===== src/rtl/fetch_queue.sv =====
// fetch_queue: LEGv8 instruction fetch front end.
// Owns the PC, issues one imem read per cycle and buffers {pc, instr}
// pairs in a DEPTH-entry FIFO that feeds decode over valid/ready.
// A redirect flushes the FIFO and restarts fetch at the new PC.
module fetch_queue #(
    parameter int          DEPTH    = 4,
    parameter logic [63:0] RESET_PC = 64'h0
) (
    input  logic                       clk,
    input  logic                       rst,
    output logic [63:0]                imem_addr,
    output logic                       imem_req,
    input  logic [31:0]                imem_data,
    input  logic                       redirect_valid,
    input  logic [63:0]                redirect_pc,
    output logic                       out_valid,
    input  logic                       out_ready,
    output logic [31:0]                out_instr,
    output logic [63:0]                out_pc,
    output logic [$clog2(DEPTH):0]     level
);

    localparam int PW = $clog2(DEPTH);
    localparam int LW = PW + 1;

    typedef struct packed {
        logic [63:0] pc;
        logic [31:0] instr;
    } entry_t;

    entry_t          mem [DEPTH];
    entry_t          head;
    logic [63:0]     pc_q;
    logic [PW-1:0]   rd_ptr;
    logic [PW-1:0]   wr_ptr;
    logic [LW-1:0]   level_q;
    logic            pop;
    logic            fetch;

    assign out_valid = (level_q != '0);
    assign pop       = out_valid & out_ready;
    // A full queue may still fetch when the head leaves in the same cycle.
    // Gating with rst keeps imem_req low while reset is asserted.
    assign fetch     = rst & ~redirect_valid & ((level_q < LW'(DEPTH)) | pop);

    assign imem_addr = pc_q;
    assign imem_req  = fetch;
    assign level     = level_q;

    assign head      = mem[rd_ptr];
    // Empty queue presents zeros; reset empties the queue, so outputs read 0 in reset.
    assign out_pc    = out_valid ? head.pc    : '0;
    assign out_instr = out_valid ? head.instr : '0;

    // PC: redirect wins, otherwise advance by one word per fetch (wraps mod 2^64).
    always_ff @(posedge clk or negedge rst) begin
        if (!rst) begin
            pc_q <= RESET_PC;
        end else if (redirect_valid) begin
            pc_q <= {redirect_pc[63:2], 2'b00};
        end else if (fetch) begin
            pc_q <= pc_q + 64'd4;
        end
    end

    // Pointers and occupancy: redirect flushes, otherwise push/pop independently.
    always_ff @(posedge clk or negedge rst) begin
        if (!rst) begin
            rd_ptr  <= '0;
            wr_ptr  <= '0;
            level_q <= '0;
        end else if (redirect_valid) begin
            rd_ptr  <= '0;
            wr_ptr  <= '0;
            level_q <= '0;
        end else begin
            if (fetch) wr_ptr <= wr_ptr + PW'(1);
            if (pop)   rd_ptr <= rd_ptr + PW'(1);
            level_q <= level_q + LW'(fetch) - LW'(pop);
        end
    end

    // Entry storage; contents past the level are never observed, so no reset needed.
    always_ff @(posedge clk) begin
        if (fetch) begin
            mem[wr_ptr] <= '{pc: pc_q, instr: imem_data};
        end
    end

endmodule


===== config.mk =====
export PLATFORM = sky130hd
export DESIGN_NAME = fetch_queue
export DESIGN_NICKNAME = d
export VERILOG_FILES = /design/src/rtl/fetch_queue.sv
export SDC_FILE = /design/constraint.sdc
export NUM_CORES = 1
export LEC_CHECK = 0
export ABC_AREA = 1
export CORE_MARGIN = 5
export CORE_UTILIZATION = 40
export DETAILED_ROUTE_END_ITERATION = 8
export HOLD_SLACK_MARGIN = 0.1
export PLACE_DENSITY = 0.7
export SETUP_SLACK_MARGIN = 0.2
export SLEW_MARGIN = 20
export SYNTH_ARGS = -nofsm -noshare
export SYNTH_HDL_FRONTEND = slang
export SYNTH_SLANG_ARGS = --single-unit

===== constraint.sdc =====
create_clock -name clk -period 5.3 [get_ports clk]
set_clock_uncertainty 0.1 [all_clocks]
set_input_delay 0.795 -clock clk [delete_from_list [all_inputs] [get_ports clk]]
set_output_delay 0.795 -clock clk [all_outputs]
set_load 0.01 [all_outputs]

==> flow_metrics.py <==
metrics = {
    "outcome": {
        "status": "complete, no violations",
    },
    "setup_path": {
        "critPathMaxFanout": 124,
        "reg2reg_to": "imem_addr[21]$_DFFE_PN0N_",
        "startpoint_type": "register",
        "regToRegSetupSlack_ns": 2.38,
        "r2r-start": "level[2]$_DFF_PN0_",
        "worstPathArrival_ns": 3.35,
        "critPathKind": "reg -> out",
        "r2r_cells": 7,
        "cp.required_ns": 4.41,
        "end_kind": "primary output",
    },
    "die": {
        "die_x_um": 232,
        "io_pins": 265,
        "rows": 81,
        "fp.dieH_um": 232,
        "start_util_pct": 40.4,
        "die_area_sq_um": 53900,
        "coreArea_sq_um": 48800,
    },
    "cts": {
        "cts_resized": 0,
        "htree_levels": 2,
        "clkLatencyLatePin_ns": 0.59,
        "cts_made_buffers": 47,
        "clock_path_buffers": 3,
        "cts_tree": "built",
        "root_buffer": "clkbuf_16",
        "clk_pin_slew_ns": 0.06,
        "clock-sinks": 445,
    },
    "placement": {
        "gp_congestion": 0.900,
        "io_buffers": 258,
        "dp_hpwl_um": 35800,
    },
    "timing": {
        "period_needed_ns": 4.25,
        "fmax_ghz": 0.236,
        "finalSetupViolations": 0,
        "rsz0062_at_grt": "no",
        "post-route-period-util_pct": 80.1,
        "slew_headroom_pct": 37.1,
        "drv_slew": 0,
        "hold_viol_final": 0,
        "worstMarginPinSlew_ns": 0.944,
    },
    "power_and_ir_drop": {
        "p_leak_nw": 8.97,
        "powerDensity_nw_per_um2": 449,
        "ir_drop_mv": 0.267,
        "power_mw": 11.0,
    },
    "drt": {
        "drc": 0,
        "routed_via_density": 5.10,
        "wl_per_cell_um": 19.4,
        "drt-initial-drc-count": 1245,
        "drtAntennaViolNets": 0,
        "firstDrtPassIters": 5,
        "vias": 14800,
        "finalWirelength_um": 56100,
    },
    "layout": {
        "utilization_pct": 50.2,
        "final_nets": 2297,
        "area_delta_synth_final_pct": 24.3,
        "drive_gt1_share_pct": 6.20,
    },
    "job": {
        "maxCapViolations": 0,
    },
    "hold_path": {
        "hold_start": "redirect_valid",
        "hold_path_end": "rd_ptr[0]$_DFFE_PN0P_",
        "holdPathStages": 4,
        "min_path_type": "in -> reg",
    },
    "logic_synthesis": {
        "synthArstFlopShare_pct": 15.5,
        "synthCells": 1953,
        "synth_top_area_share_pct": 57.2,
        "ys_seq_area_share_pct": 66.0,
        "synth_area_sq_um": 19700,
        "synth_top_family_by_area": "simple AND/OR/NAND/NOR gates",
        "yosys_warnings": 0,
        "ys_seq_elements": 445,
        "synth_enable_flop_cells": 376,
        "yosysMostFrequentCell": "nor2_1",
        "synth.area.mux_share_pct": 0,
        "syn_avg_cell_area_sq_um": 10.1,
        "synth_ff_type": "edfxtp_1",
        "synth-xor-area-share_pct": 0.977,
        "synthTopCellsByCount": "nor2_1 (493), edfxtp_1 (376), nand2_1 (284), o21ai_0 (227), inv_1 (122)",
        "synth-simple-area-share_pct": 18.0,
        "synth.area.top_cells": "edfxtp_1 (57%), nor2_1 (9.4%), dfrtp_1 (8.8%)",
        "ys_types": 38,
        "yosys.area_share.adder_pct": 0.545,
        "synth_top_cell_by_area": "edfxtp_1",
        "synth_compound_area_share_pct": 9.94,
    },
    "global_routing": {
        "grt_usage_pct": 20.4,
        "grt_pass1_vias": 14200,
        "grt_pass1_wl_um": 84300,
        "grt.overflow.total": 0,
        "grt_start_max_net_pins": 125,
        "antenna_found_initial": 4,
    },
}
## flip-flops by register name (all words and copies together), names as in the netlist
name,count
mem,376
imem_addr,62
level,3
rd_ptr,2
wr_ptr,2
## cell type report
class / instances / area, sq um
Sequential cell: 445 / 13000
Inverter: 129 / 493
Antenna cell: 3 / 7.51
Tap cell: 664 / 831
Fill cell: 4331 / 24300
Timing Repair Buffer: 279 / 2800
Clock buffer: 58 / 1260
Multi-Input combinational cell: 1287 / 5860
Clock inverter: 29 / 255
## power breakdown
part	total [mW]	internal, mW	switching [mW]
sequential	4.47	4.11	0.357
combinational	3.34	1.47	1.87
clock	3.20	1.85	1.35
## per-stage QoR
step	TNS (ns)	instances	instance area (sq um)	worst slack, ns	hold WS [ns]
2_1_floorplan	-248.99	1956	19700	-0.662	0.399
3_3_place_gp	0	2803	23000	1.55	0.505
3_5_place_dp	0	2803	23000	1.49	0.536
4_1_cts	0	2891	24500	0.981	0.431
5_1_grt	0	2894	24500	0.795	0.458
6_report	0	2894	24500	1.05	0.466
## logic make-up (layout without fill, tap and decap cells)
kind of cell | after synthesis | count (layout)
buf+inv | 224 | 495
fa+ha+maj | 8 | 8
other cells | 1 | 7
simple gates | 878 | 878
compound gates | 375 | 375
xor+xnor | 22 | 22
flops | 445 | 445
## critical path: stages (launching register included)
cell	delay, ns
dfrtp_4	0.96
buf_12	0.51
nor2_1	0.11
nor2_1	0.10
o21ai_0	0.11
a21oi_1	0.26
clkdlybuf4s50_1	0.60
## worst max-delay path by stage
stage	startpoint	to	slack (ns)	cells past startpoint
final	rd_ptr[0]$_DFFE_PN0P_	out_pc[50]	1.05	6
after CTS	rd_ptr[1]$_DFFE_PN0P_	out_pc[25]	0.98	6
after detailed placement	out_ready	imem_addr[21]$_DFFE_PN0N_	1.49	9
after global placement	out_ready	imem_addr[23]$_DFFE_PN0N_	1.55	9
after floorplan	redirect_valid	mem[0][0]$_DFFE_PP_	-0.66	5
after global routing	rd_ptr[0]$_DFFE_PN0P_	out_pc[50]	0.80	6
## layout by cell type (no fill, tap or decap), types with 5 or more instances in the layout
cell	Yosys	layout
nand3_1	64	64
buf_12	0	5
edfxtp_1	376	376
o21bai_1	6	6
clkbuf_16	0	48
buf_4	4	16
nand4_1	7	7
nor2_4	5	9
o21ai_1	23	23
inv_1	122	121
o21ai_0	227	227
nand2_2	11	11
clkbuf_1	46	8
clkinv_2	0	7
a22o_1	7	7
xor2_1	20	20
o211ai_1	9	9
nor2_1	493	489
nand2_1	284	284
a21oi_1	97	97
dfrtp_1	69	67
ha_1	7	7
nor2_2	5	5
clkinv_1	1	10
clkdlybuf4s50_1	0	256
## routing by layer
metal / vias to the layer above / routed length, um / global-route usage, % / part of all wire [%]
met5: - / 0 / 0 / 0
li1: 7070 / - / - / -
met4: 0 / 1750 / 7.40 / 3.1
met2: 461 / 27200 / 33.7 / 48
met1: 7160 / 23500 / 26.9 / 42
met3: 79 / 3660 / 4.04 / 6.5
## what timing repair did
action,4_1_cts,5_1_grt
hold endpoints to repair,15,0
buffers inserted,0,0
hold buffers,1,0
setup endpoints to repair,0,0
No activity file was read; power rests on OpenSTA's default activity.
